<file path="config.mk">
export PLATFORM = sky130hd
export DESIGN_NAME = fft_mem_sequencer
export DESIGN_NICKNAME = d
export VERILOG_FILES = /design/src/rtl/fft_mem_sequencer.sv
export SDC_FILE = /design/constraint.sdc
export NUM_CORES = 1
export LEC_CHECK = 0
export CORE_UTILIZATION = 59
export CTS_CLUSTER_DIAMETER = 200
export DETAILED_ROUTE_END_ITERATION = 10
export PLACE_DENSITY = 0.88
export REMOVE_ABC_BUFFERS = 1
export SETUP_SLACK_MARGIN = 0.1
export SYNTH_ARGS = -nofsm -noshare
export SYNTH_HDL_FRONTEND = slang
export SYNTH_SLANG_ARGS = --single-unit
export TNS_END_PERCENT = 5
</file>
<file path="constraint.sdc">
create_clock -name CLK -period 9.35 [get_ports CLK]
set_clock_uncertainty 0.1 [all_clocks]
set_input_delay 1.87 -clock CLK [delete_from_list [all_inputs] [get_ports CLK]]
set_output_delay 1.87 -clock CLK [all_outputs]
set_load 0.05 [all_outputs]
</file>
<file path="src/rtl/fft_mem_sequencer.sv">
// RAM-side sequencer for an in-place radix-2 DIT FFT: walks every stage/butterfly, reads pairs, writes results back.
// Optional FFT_SEQ_CYCLE_CNT_EN adds a saturating busy-cycle counter on o_CYCLES.
module fft_mem_sequencer #(
    parameter int AWL    = 8,
    parameter int RD_LAT = 1
) (
    input  logic                                CLK,
    input  logic                                RST,
    input  logic                                i_START,
    output logic                                o_BUSY,
    output logic                                o_DONE,
    output logic [4:0]                          o_STAGE,
    output logic                                o_EN_A,
    output logic                                o_WrE_A,
    output logic [AWL-1:0]                      o_ADDR_A,
    output logic                                o_EN_B,
    output logic                                o_WrE_B,
    output logic [AWL-1:0]                      o_ADDR_B,
    output logic [((AWL > 1) ? AWL-1 : 1)-1:0]  o_TW_ADDR,
    output logic                                o_BF_VALID,
    input  logic                                i_BF_VALID
`ifdef FFT_SEQ_CYCLE_CNT_EN
    ,output logic [31:0]                        o_CYCLES
`endif
);

    localparam int KW  = (AWL > 1) ? AWL-1 : 1;
    localparam int TWW = KW;
    localparam int WCW = (RD_LAT > 1) ? $clog2(RD_LAT) : 1;

    localparam logic [KW-1:0]  K_LAST = KW'((32'd1 << (AWL-1)) - 32'd1);
    localparam logic [4:0]     S_LAST = 5'(AWL-1);
    localparam logic [WCW-1:0] W_LAST = WCW'(RD_LAT-1);

    localparam logic [2:0] ST_IDLE = 3'd0;
    localparam logic [2:0] ST_RD   = 3'd1;
    localparam logic [2:0] ST_WAIT = 3'd2;
    localparam logic [2:0] ST_BFW  = 3'd3;
    localparam logic [2:0] ST_DONE = 3'd4;

    logic [2:0]     state;
    logic [4:0]     stage;
    logic [KW-1:0]  k;
    logic [WCW-1:0] wait_cnt;

    logic           busy;
    logic           wr;
    logic [AWL-1:0] k_ext;
    logic [AWL-1:0] span;
    logic [AWL-1:0] pos;
    logic [AWL-1:0] grp;
    logic [AWL-1:0] addr_a;
    logic [AWL-1:0] addr_b;
    logic [4:0]     tw_shift;
    logic [TWW-1:0] tw_addr;

    // k advances only on a real write-back, so addresses stay put through read, wait and any butterfly stall.
    always_ff @(posedge CLK or posedge RST) begin
        if (RST) begin
            state    <= ST_IDLE;
            stage    <= '0;
            k        <= '0;
            wait_cnt <= '0;
        end else begin
            case (state)
                ST_IDLE: begin
                    if (i_START) state <= ST_RD;
                end
                ST_RD: begin
                    wait_cnt <= '0;
                    state    <= ST_WAIT;
                end
                ST_WAIT: begin
                    if (wait_cnt == W_LAST) state <= ST_BFW;
                    else                    wait_cnt <= wait_cnt + 1'b1;
                end
                ST_BFW: begin
                    if (i_BF_VALID) begin
                        if (k == K_LAST) begin
                            k <= '0;
                            if (stage == S_LAST) begin
                                stage <= '0;
                                state <= ST_DONE;
                            end else begin
                                stage <= stage + 5'd1;
                                state <= ST_RD;
                            end
                        end else begin
                            k     <= k + 1'b1;
                            state <= ST_RD;
                        end
                    end
                end
                ST_DONE: begin
                    stage <= '0;
                    k     <= '0;
                    state <= ST_IDLE;
                end
                default: state <= ST_IDLE;
            endcase
        end
    end

    // Bit s of addr_a is always clear, so addr_b = addr_a + span never carries and never equals addr_a.
    always_comb begin
        k_ext    = AWL'(k);
        span     = AWL'(1) << stage;
        pos      = k_ext & (span - 1'b1);
        grp      = k_ext >> stage;
        addr_a   = (grp << (stage + 5'd1)) | pos;
        addr_b   = addr_a + span;
        tw_shift = S_LAST - stage;
        tw_addr  = (AWL > 1) ? TWW'(pos << tw_shift) : '0;
    end

    assign busy       = (state == ST_RD) || (state == ST_WAIT) || (state == ST_BFW);
    assign wr         = (state == ST_BFW) && i_BF_VALID;

    assign o_BUSY     = busy;
    assign o_DONE     = (state == ST_DONE);
    assign o_STAGE    = stage;
    assign o_EN_A     = (state == ST_RD) || wr;
    assign o_EN_B     = (state == ST_RD) || wr;
    assign o_WrE_A    = wr;
    assign o_WrE_B    = wr;
    assign o_ADDR_A   = busy ? addr_a : '0;
    assign o_ADDR_B   = busy ? addr_b : '0;
    assign o_TW_ADDR  = busy ? tw_addr : '0;
    assign o_BF_VALID = (state == ST_WAIT) && (wait_cnt == W_LAST);

`ifdef FFT_SEQ_CYCLE_CNT_EN
    logic [31:0] cycles;

    // Cleared as a run is launched, then frozen from DONE so the result can be read afterwards.
    always_ff @(posedge CLK or posedge RST) begin
        if (RST) begin
            cycles <= '0;
        end else if ((state == ST_IDLE) && i_START) begin
            cycles <= '0;
        end else if (busy && (cycles != 32'hFFFF_FFFF)) begin
            cycles <= cycles + 32'd1;
        end
    end

    assign o_CYCLES = cycles;
`endif

endmodule

</file>
==> reports/metrics.yaml <==
run_status:
  outcome: "finished, final reports clean"
cells_and_area:
  drive_above_1_share_pct: 8.659
  syn2layout_area_growth_pct: 13.90
  diodes: 0
  layout.nets: 375
  stdcell_count: 406
routing:
  drt-total-wl_mm: 7.219
  firstDrtPassIters: 5
  antenna_left: 0
  drc: 0
  wl_per_cell_um: 17.78
  vias: 2686
  dr.first_iter.drc_count: 335
  viasPerCell: 6.616
pwr:
  clkPwrFrac_pct: 9.7
  p_per_area_nw_per_um2: 205.2
  p_int_uw: 248.8
  p_leak_uw: 0.001108
  seqPwrFrac_pct: 21.3
  worst_ir_drop_vdd_uv: 169.3
  switching_share_pct: 56.19
  p_switching_uw: 319.1
  p_comb_share_pct: 69.0
sta:
  setup_tns_ps: 0
  setup_viol: 0
  tightest_slew_ps: 1003
  fin_crit_sh_pct: 74.95
  final_max_slew_viol_count: 0
  max_freq_mhz: 142.7
  period_needed_ps: 7007
  rsz0062_at_grt: "false"
  slew_headroom_pct: 33.14
  hold_violations: 0
flow_run:
  cap_violations: 0
worst_setup_path:
  required_ps: 7380
  critPathTopFamily: "compound AO/OA/AOI/OAI gates"
  cp-end-kind: "primary output"
  path_buf_inv: 1
  cpMaxStageDelayCell: "dfrtp_1"
  crit_fanout: 29
  worst-setup-path-type: "reg2out"
  crit_chain: "ha_1 > or3_1 > or2_1 > o221a_2 > a31oi_1 > nand2_1 > nand2_1 > ha_1 > o21ai_0 > a21oi_1 > o21ai_0 > a21boi_0 > nor3_1 > clkdlybuf4s50_1"
  slowest_delay_ps: 1010
  start_kind: "register"
  critPathArrivalTime_ps: 5040
yosys:
  yosys_warnings: 0
  synthFlopType: "dfrtp_1"
  yosysUniqueCellTypes: 74
  synth_top_area_cell: "dfrtp_1"
  synth_edf_count: 0
  ys_ff_latch: 15
  synth.area.top_cells: "dfrtp_1 (15%), nor2_1 (6.2%), ha_1 (5.7%), nand2_1 (4.8%), a21oi_1 (3.7%)"
  netlist_area_um2: 2430
  syn_inst: 343
  synth.top_cell.area_share_pct: 15.45
  yosysSeqAreaShare_pct: 15.45
  async_reset_ff_share_pct: 100.0
  synth_area_per_cell_um2: 7.084
floorplanning:
  start_util_pct: 63.97
  coreArea_um2: 3799
  die_h_um: 66.18
  dieArea_um2: 4379
  num_rows: 22
  die_width_um: 66.18
  num_io_pins: 39
placed_design:
  gp_congestion: 1.063
  place_inst: 402
  dp_hpwl_mm: 5.322
  port_buffers: 38
clock_network:
  postCtsResizedCells: 0
  cts_setup_buffers: 0
  numCtsBuffers: 3
  htree_levels: 1
  ctsHoldBuffers: 0
  root_buffer: "clkbuf_8"
  clockBufferDepth: 2
  clock-sinks: 15
  tritoncts: "built"
  clock_latency_ps: 250
  clk_pin_slew_ps: 70
global_routing:
  antenna_found_initial: 0
  track_usage_pct: 34.21
  grt_pass1_wl_mm: 11.56
  grt_max_degree: 43
  grt-ovfl-total: 0
  grt_pass1_vias: 2335
worst_hold_path:
  hold_class: "reg2reg"
## cells by family (layout without fill, tap and decap cells)
logic type | Yosys count | count (layout) | share of synthesized area [%]
AO/OA/AOI/OAI | 95 | 95 | 27.76
multiplexers | 10 | 10 | 5.046
XOR/XNOR | 8 | 8 | 2.884
buffers and inverters | 48 | 63 | 9.681
flip-flops | 15 | 15 | 15.45
adder cells (fa/ha/maj) | 12 | 12 | 6.488
AND/OR/NAND/NOR | 155 | 155 | 32.70
## state kept, by name (all words and copies together), names as in the netlist
signal and cells:
k 7, o_STAGE 5, state 3
## power groups by stage
stage | registers, uW | logic, uW | clock network [uW]
4_1_cts | 119 | 389 | 55.3
5_1_grt | 124 | 417 | 57.8
3_3_place_gp | 119 | 385 | 0
2_1_floorplan | 106 | 281 | 0
3_5_place_dp | 120 | 389 | 0
6_report | 121 | 392 | 54.9
## Yosys cell counts (all sizes together), types with 2 or more instances
cell type,instances
nand2b,4
clkbuf,11
a22o,3
nor2b,7
o31a,2
nor2,43
a31oi,5
or3,4
mux2i,4
a211oi,5
nor3,15
a32oi,2
a2111oi,3
o41ai,3
nor4,4
nor3b,3
dfrtp,15
o211ai,4
a21o,2
nand3,11
o21ai,22
xnor2,2
and2,10
and3,7
o32ai,2
a21boi,2
o21a,4
ha,11
mux2,5
inv,18
xor2,6
o22ai,2
nand3b,2
o31ai,3
a21oi,18
or2,5
buf,18
or4,2
nand2,32
nand4,3
a22oi,5
## final timing paths
| path | slack, ps | start | depth (start not counted) | end |
|---|---|---|---|---|
| max | 2340 | o_STAGE[1]$_DFFE_PP0P_ | 14 | o_ADDR_B[6] |
| min | 480 | state[2]$_DFFE_PP0P_ | 1 | state[0]$_DFFE_PP0P_ |
| max reg2reg | 6870 | o_STAGE[1]$_DFFE_PP0P_ | 5 | o_STAGE[1]$_DFFE_PP0P_ |
| min reg2reg | 480 | state[2]$_DFFE_PP0P_ | 1 | state[0]$_DFFE_PP0P_ |
| max in group asynchronous | 6810 | RST | 2 | k[6]$_DFFE_PP0P_ |
| min in group asynchronous | 1900 | RST | 2 | k[0]$_DFFE_PP0P_ |
## cell usage in the layout, fill, tap and decap left out, types with 3 or more instances in the layout
cell,synthesis,routed
o211ai_1,4,4
a22oi_1,4,4
clkbuf_8,0,3
xor2_1,6,6
nand4_1,3,3
o21ai_0,13,13
nand3_1,11,11
nand2_1,31,31
or3_1,3,3
a22o_1,3,3
nor2_1,40,40
clkdlybuf4s50_1,0,38
o41ai_1,3,3
a31oi_1,5,5
mux2_2,3,3
o21a_1,4,4
a21oi_1,18,18
nor2_2,3,3
nand2b_1,4,4
o21ai_1,9,9
nor3_1,14,14
nor2b_1,7,7
and3_1,7,7
o31ai_1,3,3
inv_1,16,16
or2_2,4,4
a211oi_1,5,5
mux2i_1,4,4
nor4_1,4,4
and2_1,10,10
dfrtp_1,15,15
ha_1,11,11
## routing by layer
metal,share of wire [%],global-route usage (%),vias up
li1,-,-,1269
met5,0,0,-
met3,12,7.414,16
met2,43,50.64,175
met4,1.6,8.245,0
met1,44,49.79,1226
## worst reg2reg max path, cell delays in order, from the launching register on
cell and delay (ps):
dfrtp_1 1010, ha_1 490, clkinv_1 380, nor3_1 270, a21oi_1 60, nor2_1 120
## cell type report
class,instances,area [um^2]
Timing Repair Buffer,40,395.4
Inverter,19,71.32
Clock inverter,1,5.005
Sequential cell,15,375.4
Fill cell,327,1031
Multi-Input combinational cell,280,1819
Tap cell,48,60.06
Clock buffer,3,41.29
## metrics by stage
step	hold slack, ps	setup WS (ps)	utilization, %	power, uW	cell area, um^2
finish	476.0	2343	72.86	567.9	2768
detailed placement	453.7	2732	71.64	509.5	2721
CTS	466.5	2447	72.86	563.8	2768
global route	519.3	2061	72.86	599.7	2768
global placement	438.7	2843	71.64	504.3	2721
floorplan	394.0	2743	-	386.8	2266
No activity file was read; power rests on OpenSTA's default activity.
